$ cat config.mk
export PLATFORM = sky130hd
export DESIGN_NAME = halve_tokens_flat
export DESIGN_NICKNAME = d
export VERILOG_FILES = /design/src/rtl/halve_tokens_if.sv /design/src/rtl/halve_tokens.sv /design/src/flat_wrapper.sv
export SDC_FILE = /design/constraint.sdc
export NUM_CORES = 1
export LEC_CHECK = 0
export BUFFER_PORTS_ARGS = -buffer_cell sky130_fd_sc_hd__buf_2
export CAP_MARGIN = 20
export CORE_MARGIN = 2
export CORE_UTILIZATION = 40
export CTS_BUF_LIST = sky130_fd_sc_hd__clkbuf_4 sky130_fd_sc_hd__clkbuf_8
export CTS_CLUSTER_DIAMETER = 120
export DETAILED_ROUTE_END_ITERATION = 10
export SLEW_MARGIN = 20
export SYNTH_ARGS = -nofsm -noshare
export SYNTH_HDL_FRONTEND = slang
export SYNTH_SLANG_ARGS = --single-unit
$ cat constraint.sdc
create_clock -name clk -period 3.5 [get_ports clk]
set_clock_uncertainty 0.05 [all_clocks]
set_input_delay 0.7 -clock clk [delete_from_list [all_inputs] [get_ports clk]]
set_output_delay 0.7 -clock clk [all_outputs]
set_load 0.01 [all_outputs]
$ cat src/rtl/halve_tokens_if.sv
// halve_tokens_if: token input and credit-drain handshake bundle for halve_tokens
interface halve_tokens_if #(
    parameter int CW = 8
);
    logic          a;
    logic          b_ready;
    logic          b;
    logic          half;
    logic [CW-1:0] pending;
    logic          overflow;

    modport master (output a, b_ready, input b, half, pending, overflow);
    modport slave  (input a, b_ready, output b, half, pending, overflow);
endinterface

$ cat src/rtl/halve_tokens.sv
// halve_tokens: emits one credited output token per two input tokens, drained via valid/ready
module halve_tokens #(
    parameter int MAX_PENDING = 200,
    parameter int CW = $clog2(MAX_PENDING + 1)
) (
    input  logic          clk,
    input  logic          rst,
    halve_tokens_if.slave bus
);
    typedef enum logic {EVEN, ODD} state_t;

    state_t        r_state;
    state_t        w_next;
    logic          w_gen;
    logic          w_pop;
    logic [CW-1:0] r_pending;
    logic          r_overflow;

    // Pairing state register
    always_ff @(posedge clk)
        r_state <= rst ? EVEN : w_next;

    // Every input token toggles the pairing state
    always_comb
        w_next = bus.a ? (r_state == EVEN ? ODD : EVEN) : r_state;

    // A token arriving while one is already held completes a pair
    always_comb begin
        w_gen = bus.a && r_state == ODD;
        w_pop = r_pending != '0 && bus.b_ready;
    end

    // Credit counter saturates at MAX_PENDING; a drop sets the sticky overflow
    always_ff @(posedge clk) begin
        if (rst) begin
            r_pending  <= '0;
            r_overflow <= 1'b0;
        end else if (w_gen && !w_pop) begin
            if (r_pending < CW'(MAX_PENDING))
                r_pending <= r_pending + CW'(1);
            else
                r_overflow <= 1'b1;
        end else if (w_pop && !w_gen) begin
            r_pending <= r_pending - CW'(1);
        end
    end

    assign bus.b        = r_pending != '0;
    assign bus.half     = r_state == ODD;
    assign bus.pending  = r_pending;
    assign bus.overflow = r_overflow;
endmodule

$ cat src/flat_wrapper.sv
// flat-port wrapper written by rule: the top's interface ports become plain ports
module halve_tokens_flat 
#(
    parameter int MAX_PENDING = 200,
    parameter int CW = $clog2(MAX_PENDING + 1)
)
  (clk, rst, bus_a, bus_b_ready, bus_b, bus_half, bus_pending, bus_overflow);
  halve_tokens_if #(.CW(CW)) bus_i ();
  input  logic clk;
  input  logic rst;
  input wire logic [$bits(bus_i.a)-1:0] bus_a;
  input wire logic [$bits(bus_i.b_ready)-1:0] bus_b_ready;
  output wire logic [$bits(bus_i.b)-1:0] bus_b;
  output wire logic [$bits(bus_i.half)-1:0] bus_half;
  output wire logic [$bits(bus_i.pending)-1:0] bus_pending;
  output wire logic [$bits(bus_i.overflow)-1:0] bus_overflow;
  assign bus_i.a = bus_a;
  assign bus_i.b_ready = bus_b_ready;
  assign bus_b = bus_i.b;
  assign bus_half = bus_i.half;
  assign bus_pending = bus_i.pending;
  assign bus_overflow = bus_i.overflow;
  halve_tokens #(.MAX_PENDING(MAX_PENDING), .CW(CW)) u_core (.clk(clk), .rst(rst), .bus(bus_i));
endmodule
==> metrics.cfg <==
[floorplanning]
die_y_um = 46.85
ios = 15
initial_core_util = 0.4254
dieArea_um2 = 2195
coreArea_um2 = 1727
rows = 15
die_w_um = 46.85

[timing]
fmax_mhz = 327.0
setup_ws_ps = 442.0
min_period_ps = 3058
period_share = 0.8737
slew_headroom = 0.6038
drv_slew = 0
fin_setup_tns_ps = 0
setup_viol = 0
rsz0062_at_grt = no
hold_violations = 0
worst_slew_pin_slew_ps = 588.9

[worst_setup_path]
critPathKind = register to register
crit_chain = or4_1, o31a_1, nor2_1, inv_1, fa_1, a211oi_1, o21ai_0, o41ai_1, o21ai_0, a21oi_1
cp_slowest_stage_delay_ps = 560
required_ps = 3660
crit_path_start_kind = register
cp_slowest_cell = or4_1
crit_path_end_kind = register
cpMostUsedCell = o21ai_0
arrival_ps = 3220
cp_max_fo = 7

[clock_tree]
hold_buffers = 0
clockBufferDepth = 2
cts.clk_slew.worst_paths_ps = 70
cts_resized = 0
root_buffer = clkbuf_4
cts_tree = built
clk_latency_ps = 270
htreeDepth = 1
cts_setup_buffers = 0
cts_sinks = 10
numCtsBuffers = 3

[synth]
syn_nets = 97
synth-edff-count = 0
synth.yosys.seq_area_share = 0.2726
syn_area_um2 = 734.5
avgSynthCellArea_um2 = 8.540
netlist_instances = 86
ys_warn_count = 0
synth_cell_types = 33
dominantRegCellSynth = dfxtp_1
synth_seq_cells = 10
async_flop_share = 0

[finish]
final.fill_count = 175
diodes = 0
drive_above_1_share = 0.1845
area_delta_synth_final_pct = 18.23
nets = 115

[power]
finalPower_uw = 884.5
pwr_density_cell_nw_per_um2 = 1019
p_leak_nw = 0.3783
ir_drop_v = 0.0005087

[global_routing]
grt.overflow.total = 0
grt_usage = 0.1673
antenna_found_initial = 0
grt_start_max_net_pins = 12
grt_pass1_wl_um = 2566
grt_pass1_vias = 592

[drt]
drtAntennaViolNets = 0
vias_per_cell = 5.414
avgRoutedWirePerCell_um = 12.88
vias = 693
drt_pass1_iterations = 4
drc = 0
routed_wirelength_um = 1649
drt_iter0_drc = 8

[placed_design]
pre_cts_ws_ps = 499.8
portBuffers = 14
hpwlAfterDp_um = 1230
place_congestion = 0.7976

[min_path]
hold_class = register to register

[status]
status = completed

[job]
drv_cap = 0

final cells by class:
| cell class | instances | area, um^2 | share of cell area |
|---|---|---|---|
| multi-input cells | 72 | 519.2 | 0.5980 |
| flip-flops and latches | 10 | 200.2 | 0.2305 |
| repair buffers | 14 | 70.07 | 0.08069 |
| clock buffers | 4 | 36.28 | 0.04179 |
| well taps | 25 | 31.28 | 0.03602 |
| inverters | 3 | 11.26 | 0.01297 |
final timing paths:
kind | startpoint | endpoint | slack (ps) | cells past startpoint
min | u_core.bus.overflow$_SDFFE_PP0P_ | u_core.bus.overflow$_SDFFE_PP0P_ | 450 | 2
max | u_core.bus.pending[7]$_SDFFE_PP0P_ | u_core.bus.pending[6]$_SDFFE_PP0P_ | 440 | 10
min reg2reg | u_core.bus.overflow$_SDFFE_PP0P_ | u_core.bus.overflow$_SDFFE_PP0P_ | 450 | 2
max reg2reg | u_core.bus.pending[7]$_SDFFE_PP0P_ | u_core.bus.pending[6]$_SDFFE_PP0P_ | 440 | 10
where the power goes:
group          total (mW)  leakage (nW)  switching, mW  internal (mW)
clock network       0.108        0.0210         0.0443         0.0633
logic               0.567         0.275          0.300          0.267
registers           0.210        0.0826         0.0558          0.154
total               0.884         0.378          0.400          0.485
cell usage in the layout (no fill, tap or decap), drive strengths merged, types with 2 or more instances in the layout:
| master | n |
|---|---|
| nor2 | 13 |
| a211oi | 4 |
| or3 | 3 |
| a21o | 2 |
| buf | 14 |
| inv | 3 |
| mux2i | 4 |
| clkbuf | 4 |
| a21oi | 6 |
| nand2 | 2 |
| dfxtp | 10 |
| o21ai | 7 |
| xnor2 | 6 |
| ha | 6 |
cell families (layout without fill, tap and decap cells):
family	Yosys count	in the layout	share of synthesized area
simple gates	28	28	0.1925
compound gates	27	27	0.2590
flops	10	10	0.2726
fa+ha+maj	7	7	0.1295
xor+xnor	6	6	0.07155
mux	4	4	0.05452
buf+inv	4	21	0.02044
cell usage after synthesis, types with 2 or more instances:
master / instances / area share
nor2_1: 13 / 0.066
dfxtp_1: 10 / 0.27
o21ai_0: 7 / 0.048
a21oi_1: 6 / 0.041
ha_1: 6 / 0.10
xnor2_1: 6 / 0.072
mux2i_1: 4 / 0.055
a211oi_1: 3 / 0.031
inv_1: 3 / 0.015
or3_1: 3 / 0.026
a21o_1: 2 / 0.020
nand2_1: 2 / 0.010
through the flow:
step / area [um^2] / instances / utilization / hold slack, ps
after floorplan: 734.5 / 86 / - / 460.6
after global placement: 832.0 / 124 / 0.4819 / 420.1
after detailed placement: 832.0 / 124 / 0.4819 / 432.7
after CTS: 868.3 / 128 / 0.5029 / 449.2
after global routing: 868.3 / 128 / 0.5029 / 481.7
final: 868.3 / 128 / 0.5029 / 445.6
sequential cells by signal, summed over array words and instances (netlist names):
name	count
u_core.bus.half	1
u_core.bus.pending	8
u_core.bus.overflow	1
worst max-delay path: cells and delay by family, from the launching register on:
kind / cells / cell delay (ps)
buffers and inverters: 1 / 200
flip-flops: 1 / 350
AND/OR/NAND/NOR: 2 / 790
adder cells (fa/ha/maj): 1 / 450
AO/OA/AOI/OAI: 6 / 1140
routing by layer:
layer / wire [um] / GRT usage
met5: 0 / 0
met4: 38 / 0.1000
met3: 66 / 0.02308
met2: 762 / 0.2493
met1: 781 / 0.2290
No activity file was read; power rests on OpenSTA's default activity.
